$ cat config.mk
export PLATFORM = sky130hd
export DESIGN_NAME = sata_cmd_fis_tx_flat
export DESIGN_NICKNAME = d
export VERILOG_FILES = /design/src/rtl/sata_cmd_fis_tx_if.sv /design/src/rtl/sata_cmd_fis_tx.sv /design/src/flat_wrapper.sv
export SDC_FILE = /design/constraint.sdc
export NUM_CORES = 1
export LEC_CHECK = 0
export BUFFER_PORTS_ARGS = -buffer_cell sky130_fd_sc_hd__buf_4
export CAP_MARGIN = 10
export CORE_MARGIN = 1.5
export CORE_UTILIZATION = 35
export DETAILED_ROUTE_END_ITERATION = 6
export HOLD_SLACK_MARGIN = 0.1
export PLACE_DENSITY_LB_ADDON = 0.05
export SLEW_MARGIN = 25
export SYNTH_ARGS = -nofsm -noshare
export SYNTH_HDL_FRONTEND = slang
export SYNTH_SLANG_ARGS = --single-unit
$ cat constraint.sdc
create_clock -name i_tx_clk -period 2.1 [get_ports i_tx_clk]
set_input_delay 0.105 -clock i_tx_clk [delete_from_list [all_inputs] [get_ports i_tx_clk]]
set_output_delay 0.105 -clock i_tx_clk [all_outputs]
set_load 0.02 [all_outputs]
$ cat src/rtl/sata_cmd_fis_tx_if.sv
// Host command request, write-data, FIS stream and response stream of sata_cmd_fis_tx.
// The master modport is the command stage itself; slave is the surrounding host logic.
interface sata_cmd_fis_tx_if;
  logic        i_cmd_valid;
  logic        o_cmd_ready;
  logic [7:0]  i_cmd;
  logic [15:0] i_features;
  logic [7:0]  i_device;
  logic [47:0] i_lba;
  logic [15:0] i_count;

  logic        i_wr_valid;
  logic        o_wr_ready;
  logic [31:0] i_wr_data;

  logic        m_valid;
  logic        m_ready;
  logic [31:0] m_data;
  logic        m_last;

  logic        s_valid;
  logic        s_ready;
  logic [31:0] s_data;
  logic        s_last;

  logic        o_busy;
  logic        o_done;
  logic [7:0]  o_status;
  logic [7:0]  o_error;
  logic        o_err;

  modport master (
    input  i_cmd_valid, i_cmd, i_features, i_device, i_lba, i_count,
    input  i_wr_valid, i_wr_data, m_ready, s_valid, s_data, s_last,
    output o_cmd_ready, o_wr_ready, m_valid, m_data, m_last, s_ready,
    output o_busy, o_done, o_status, o_error, o_err
  );

  modport slave (
    output i_cmd_valid, i_cmd, i_features, i_device, i_lba, i_count,
    output i_wr_valid, i_wr_data, m_ready, s_valid, s_data, s_last,
    input  o_cmd_ready, o_wr_ready, m_valid, m_data, m_last, s_ready,
    input  o_busy, o_done, o_status, o_error, o_err
  );
endinterface

$ cat src/rtl/sata_cmd_fis_tx.sv
// Serialises one ATA command as an H2D Register FIS, streams DMA-write data FISes,
// then consumes the D2H Register FIS and reports status/error/completion.
module sata_cmd_fis_tx #(
  parameter int SECTOR_WORDS  = 4,
  parameter int MAX_FIS_WORDS = 2048,
  parameter int TIMEOUT       = 1024
) (
  input  logic               i_tx_clk,
  input  logic               i_reset,
  sata_cmd_fis_tx_if.master  bus
);

  typedef enum logic [2:0] {IDLE, CMD, DHDR, DATA, RESP, DONE} state_t;

  state_t      state, state_next;
  logic [7:0]  cmd_q, dev_q;
  logic [15:0] feat_q, count_q;
  logic [47:0] lba_q;
  logic [2:0]  word_idx;
  logic [31:0] remaining, chunk_left, chunk_size, tmo_cnt;
  logic        first_resp;
  logic [7:0]  status_q, error_q;
  logic        err_q;
  logic        m_fire, s_fire, is_dma_wr, timeout_hit;

  assign m_fire      = bus.m_valid && bus.m_ready;
  assign s_fire      = bus.s_valid && bus.s_ready;
  assign is_dma_wr   = ((cmd_q == 8'hCA) || (cmd_q == 8'h35) || (cmd_q == 8'h3D) ||
                        (cmd_q == 8'h57)) && (count_q != 16'h0);
  assign timeout_hit = (tmo_cnt == 32'(TIMEOUT - 1));
  assign chunk_size  = (remaining > 32'(MAX_FIS_WORDS)) ? 32'(MAX_FIS_WORDS) : remaining;

  always_ff @(posedge i_tx_clk) begin
    if (i_reset) state <= IDLE;
    else         state <= state_next;
  end

  always_comb begin
    state_next = state;
    case (state)
      IDLE: if (bus.i_cmd_valid) state_next = CMD;
      CMD:  if (m_fire && word_idx == 3'd4) state_next = is_dma_wr ? DHDR : RESP;
      DHDR: if (m_fire) state_next = DATA;
      DATA: if (m_fire && chunk_left == 32'd1) state_next = (remaining != 32'd0) ? DHDR : RESP;
      RESP: if ((s_fire && bus.s_last) || timeout_hit) state_next = DONE;
      DONE: state_next = IDLE;
      default: state_next = IDLE;
    endcase
  end

  // Request latch, FIS bookkeeping and response capture; the RESP timer and
  // first-word flag are re-armed in every other state so RESP always starts fresh.
  always_ff @(posedge i_tx_clk) begin
    if (i_reset) begin
      cmd_q      <= '0;
      dev_q      <= '0;
      feat_q     <= '0;
      count_q    <= '0;
      lba_q      <= '0;
      word_idx   <= '0;
      remaining  <= '0;
      chunk_left <= '0;
      tmo_cnt    <= '0;
      first_resp <= 1'b1;
      status_q   <= '0;
      error_q    <= '0;
      err_q      <= 1'b0;
    end else begin
      if (state != RESP) begin
        tmo_cnt    <= '0;
        first_resp <= 1'b1;
      end
      case (state)
        IDLE: begin
          if (bus.i_cmd_valid) begin
            cmd_q     <= bus.i_cmd;
            dev_q     <= bus.i_device;
            feat_q    <= bus.i_features;
            count_q   <= bus.i_count;
            lba_q     <= bus.i_lba;
            word_idx  <= '0;
            remaining <= 32'(bus.i_count) * 32'(SECTOR_WORDS);
            err_q     <= 1'b0;
          end
        end
        CMD: if (m_fire) word_idx <= word_idx + 3'd1;
        DHDR: begin
          if (m_fire) begin
            chunk_left <= chunk_size;
            remaining  <= remaining - chunk_size;
          end
        end
        DATA: if (m_fire) chunk_left <= chunk_left - 32'd1;
        RESP: begin
          tmo_cnt <= tmo_cnt + 32'd1;
          if (s_fire && first_resp) begin
            first_resp <= 1'b0;
            if (bus.s_data[31:24] == 8'h34) begin
              status_q <= bus.s_data[15:8];
              error_q  <= bus.s_data[7:0];
            end else begin
              err_q <= 1'b1;
            end
          end
          if (!(s_fire && bus.s_last) && timeout_hit) err_q <= 1'b1;
        end
        default: ;
      endcase
    end
  end

  always_comb begin
    bus.m_valid    = 1'b0;
    bus.m_data     = 32'h0;
    bus.m_last     = 1'b0;
    bus.o_wr_ready = 1'b0;
    bus.s_ready    = 1'b0;
    case (state)
      CMD: begin
        bus.m_valid = 1'b1;
        bus.m_last  = (word_idx == 3'd4);
        case (word_idx)
          3'd0:    bus.m_data = {8'h27, 8'h80, cmd_q, feat_q[7:0]};
          3'd1:    bus.m_data = {dev_q, lba_q[23:0]};
          3'd2:    bus.m_data = {feat_q[15:8], lba_q[47:24]};
          3'd3:    bus.m_data = {16'h0000, count_q};
          default: bus.m_data = 32'h0;
        endcase
      end
      DHDR: begin
        bus.m_valid = 1'b1;
        bus.m_data  = 32'h4600_0000;
      end
      DATA: begin
        bus.m_valid    = bus.i_wr_valid;
        bus.o_wr_ready = bus.m_ready;
        bus.m_data     = bus.i_wr_data;
        bus.m_last     = (chunk_left == 32'd1);
      end
      RESP: bus.s_ready = 1'b1;
      default: ;
    endcase
  end

  assign bus.o_cmd_ready = (state == IDLE);
  assign bus.o_busy      = (state != IDLE);
  assign bus.o_done      = (state == DONE);
  assign bus.o_status    = status_q;
  assign bus.o_error     = error_q;
  assign bus.o_err       = err_q;

endmodule

$ cat src/flat_wrapper.sv
// flat-port wrapper written by rule: the top's interface ports become plain ports
module sata_cmd_fis_tx_flat 
#(
  parameter int SECTOR_WORDS  = 4,
  parameter int MAX_FIS_WORDS = 2048,
  parameter int TIMEOUT       = 1024
)
  (i_tx_clk, i_reset, bus_i_cmd_valid, bus_i_cmd, bus_i_features, bus_i_device, bus_i_lba, bus_i_count, bus_i_wr_valid, bus_i_wr_data, bus_m_ready, bus_s_valid, bus_s_data, bus_s_last, bus_o_cmd_ready, bus_o_wr_ready, bus_m_valid, bus_m_data, bus_m_last, bus_s_ready, bus_o_busy, bus_o_done, bus_o_status, bus_o_error, bus_o_err);
  sata_cmd_fis_tx_if bus_i ();
  input  logic i_tx_clk;
  input  logic i_reset;
  input wire logic [$bits(bus_i.i_cmd_valid)-1:0] bus_i_cmd_valid;
  input wire logic [$bits(bus_i.i_cmd)-1:0] bus_i_cmd;
  input wire logic [$bits(bus_i.i_features)-1:0] bus_i_features;
  input wire logic [$bits(bus_i.i_device)-1:0] bus_i_device;
  input wire logic [$bits(bus_i.i_lba)-1:0] bus_i_lba;
  input wire logic [$bits(bus_i.i_count)-1:0] bus_i_count;
  input wire logic [$bits(bus_i.i_wr_valid)-1:0] bus_i_wr_valid;
  input wire logic [$bits(bus_i.i_wr_data)-1:0] bus_i_wr_data;
  input wire logic [$bits(bus_i.m_ready)-1:0] bus_m_ready;
  input wire logic [$bits(bus_i.s_valid)-1:0] bus_s_valid;
  input wire logic [$bits(bus_i.s_data)-1:0] bus_s_data;
  input wire logic [$bits(bus_i.s_last)-1:0] bus_s_last;
  output wire logic [$bits(bus_i.o_cmd_ready)-1:0] bus_o_cmd_ready;
  output wire logic [$bits(bus_i.o_wr_ready)-1:0] bus_o_wr_ready;
  output wire logic [$bits(bus_i.m_valid)-1:0] bus_m_valid;
  output wire logic [$bits(bus_i.m_data)-1:0] bus_m_data;
  output wire logic [$bits(bus_i.m_last)-1:0] bus_m_last;
  output wire logic [$bits(bus_i.s_ready)-1:0] bus_s_ready;
  output wire logic [$bits(bus_i.o_busy)-1:0] bus_o_busy;
  output wire logic [$bits(bus_i.o_done)-1:0] bus_o_done;
  output wire logic [$bits(bus_i.o_status)-1:0] bus_o_status;
  output wire logic [$bits(bus_i.o_error)-1:0] bus_o_error;
  output wire logic [$bits(bus_i.o_err)-1:0] bus_o_err;
  assign bus_i.i_cmd_valid = bus_i_cmd_valid;
  assign bus_i.i_cmd = bus_i_cmd;
  assign bus_i.i_features = bus_i_features;
  assign bus_i.i_device = bus_i_device;
  assign bus_i.i_lba = bus_i_lba;
  assign bus_i.i_count = bus_i_count;
  assign bus_i.i_wr_valid = bus_i_wr_valid;
  assign bus_i.i_wr_data = bus_i_wr_data;
  assign bus_i.m_ready = bus_m_ready;
  assign bus_i.s_valid = bus_s_valid;
  assign bus_i.s_data = bus_s_data;
  assign bus_i.s_last = bus_s_last;
  assign bus_o_cmd_ready = bus_i.o_cmd_ready;
  assign bus_o_wr_ready = bus_i.o_wr_ready;
  assign bus_m_valid = bus_i.m_valid;
  assign bus_m_data = bus_i.m_data;
  assign bus_m_last = bus_i.m_last;
  assign bus_s_ready = bus_i.s_ready;
  assign bus_o_busy = bus_i.o_busy;
  assign bus_o_done = bus_i.o_done;
  assign bus_o_status = bus_i.o_status;
  assign bus_o_error = bus_i.o_error;
  assign bus_o_err = bus_i.o_err;
  sata_cmd_fis_tx #(.SECTOR_WORDS(SECTOR_WORDS), .MAX_FIS_WORDS(MAX_FIS_WORDS), .TIMEOUT(TIMEOUT)) u_core (.i_tx_clk(i_tx_clk), .i_reset(i_reset), .bus(bus_i));
endmodule
==> qor.csv <==
metric,value,unit
status,finished with violations,
failing checks,setup timing,
class of the worst hold path,in -> reg,
largest net degree at the start of global routing,94,
number of synthesized flops with an enable pin,0,
Final min period,2.49,ns
cell count after synthesis,1370,
Lkg Pwr,6.75,nW
Main synth FF type,dfxtp_1,
setup violators final,33,
register area share after synthesis,40.3,%
maximum clock path buffer count,3,
# rows,63,
RSZ-0062 raised after global routing,true,
startpoint types,register,
"FF+latch count, synth",216,
FMAX,0.402,GHz
CTS tree,built,
period utilisation layout,119,%
gp weighted congestion,0.835,
Async SR Flop Fraction,0,%
final hold viol count,0,
first-pass GRT wire length,59.4,mm
peak supply drop,0.591,mV
layout cells sized above 1,28.5,%
drc violations,0,
ANT nets after route,0,
hold depth,5,
clk_lat worst skew,0.54,ns
antenna diode count,0,
Layout Area Growth over Synthesis,53.2,%
Post-Syn Area per Cell,7.83,um^2
initial antenna violation count,0,
Fin Clk Skew,0.0132,ns
Worst-path clk slew,0.06,ns
PnR Total Power,11.6,mW
Top Ports,223,
"commonest non-fill, non-tap cells in the layout","buf_4 (298), nand2_1 (268), dfxtp_1 (211)",
Reg power frac,39.0,%
Worst slew margin,53.9,%
Syn Nets,1546,
Crit path required time,2.00,ns
Final TNS setup,-10.64,ns
"Arr. time, crit path",2.39,ns
Root Buffer,clkbuf_16,
Worst Setup End Kind,output port,
initial core utilization,35.9,%
internal cell power,8.17,mW
Sink Count,216,
clock group share of total power,37.7,%
DRT Wirelength,38.4,mm
WHS,0.171,ns
Via density,5.37,
Yosys Warn Count,0,
logic gate share of total power,23.3,%
Layout Nets,1939,
GRT overflow,0,
PnR worst setup slack,-0.390,ns
vias in the first global route,11100,
Synth Cell Area,10700,um^2
die area,31700,um^2
die width,178,um
port bufs,214,
critical path class,reg -> out,
worst-path maximum fanout,8,
router iterations before antenna repair,5,
die height,178,um
Total GRT Usage,23.3,%
CTS Buf Count,26,
Util after Layout,55.0,%
CORE AREA,29900,um^2
worst r2r path cells,6,
max-cap violation count,0,
Post-DP HPWL,26.1,mm
Yosys cell types,85,
Slew @ Worst Pin,0.691,ns
Avg WL per Cell,17.7,um
NetSw,3.39,mW
pwr dens,704,nW/um^2
First DRT Iteration DRCs,824,
switching share of total power,29.4,%
H-Tree Depth,1,
"most common cell after layout, fill and taps aside",buf_4,
final number of max-transition violations,0,
via count,11700,
-- state kept, by name, summed over array words and instances (netlist names) --
signal               flops
u_core.bus.o_err         1
u_core.bus.o_error       8
u_core.bus.o_status      8
u_core.chunk_left       32
u_core.cmd_q             8
u_core.count_q          16
u_core.dev_q             8
u_core.feat_q           16
u_core.first_resp        1
u_core.lba_q            48
u_core.remaining        32
u_core.state             3
u_core.tmo_cnt          32
u_core.word_idx          3
-- synth_stat cells, types with 5 or more instances --
cell | count | area share (%)
nand4_1 | 22 | 1.3
o311ai_0 | 10 | 0.82
nand2_1 | 271 | 9.5
a311oi_1 | 7 | 0.57
nor3_1 | 34 | 1.6
o21ai_0 | 45 | 2.1
nor2b_1 | 10 | 0.58
xnor2_1 | 9 | 0.73
nand3_1 | 40 | 1.9
clkbuf_1 | 91 | 3.2
o211ai_1 | 20 | 1.4
a221oi_1 | 7 | 0.57
mux2i_1 | 23 | 2.1
and2_1 | 5 | 0.29
or2_2 | 5 | 0.29
and3_1 | 11 | 0.64
xor2_1 | 8 | 0.65
nor2_1 | 80 | 2.8
or3_1 | 17 | 0.99
nor4_1 | 21 | 1.2
ha_1 | 9 | 1.0
a22oi_1 | 46 | 3.2
a31oi_1 | 26 | 1.5
a21o_1 | 19 | 1.3
dfxtp_1 | 216 | 40
or4_1 | 27 | 1.9
buf_2 | 8 | 0.37
a21oi_1 | 161 | 7.5
and4_1 | 6 | 0.49
inv_1 | 17 | 0.59
-- cells by family after synthesis --
group           after synthesis  synth area share (%)
flops                       216                  40.3
simple gates                581                  26.4
other cells                   1                0.0350
fa+ha+maj                     9                  1.05
xor+xnor                     17                  1.39
mux                          24                  2.25
buf+inv                     122                  4.54
compound gates              400                  24.0
-- final timing paths --
kind | from | end | slack, ns
min reg2reg | u_core.lba_q[37] | u_core.lba_q[37] | 0.45
max | u_core.word_idx[0] | bus_m_data[15] | -0.39
max reg2reg | u_core.remaining[2] | u_core.chunk_left[5] | 0.08
min | bus_i_wr_valid | u_core.chunk_left[26] | 0.17
-- layer usage --
metal	wire length (um)	part of all wire, %	track usage (%)	vias up
met2	18400	48	39.8	284
met1	17600	46	30.8	5540
met4	836	2.2	5.46	0
li1	-	-	-	5783
met5	0	0	0	-
met3	1640	4.3	3.45	56
-- power by group through the flow --
stage	clock (mW)	combinational, mW	sequential (mW)
detailed placement	0	2.17	4.58
global placement	0	2.15	4.58
finish	4.36	2.70	4.51
floorplan	0	1.19	4.53
global route	4.62	2.90	4.53
CTS	4.47	2.55	4.50
-- area by class of cell --
class	count	area [um^2]
Clock inverter	1	16.3
Timing Repair Buffer	470	4180
Inverter	17	66.3
Sequential cell	216	4340
Tap cell	390	488
Fill cell	2797	13400
Clock buffer	44	808
Multi-Input combinational cell	1032	6540
-- timing repair --
| item | in CTS | in global routing |
|---|---|---|
| hold endpoints to repair | 137 | 0 |
| setup endpoints to repair | 33 | 56 |
| hold buffers | 117 | 0 |
| setup buffers | 10 | 10 |
| gates cloned | 3 | 0 |
| pin swaps | 11 | 33 |
| gates resized for setup | 80 | 106 |
-- worst max-delay path, cell delays in order, from the launching register on --
cell and delay (ns):
dfxtp_4 0.38, inv_4 0.05, ha_4 0.15, nor2b_4 0.14, o41ai_4 0.38, buf_6 0.19, buf_12 0.14, a21oi_4 0.04
a21o_1 0.22, buf_6 0.15
-- per-stage QoR --
step,std cells,setup slack (ns),area (um^2)
global placement,1988,0.0682,13500
finish,2170,-0.390,16400
detailed placement,1988,0.0397,13500
floorplan,1370,0.0218,10700
global route,2170,-0.447,16400
CTS,2163,-0.359,15900
Note: power is estimated with default switching activity, not from simulation.
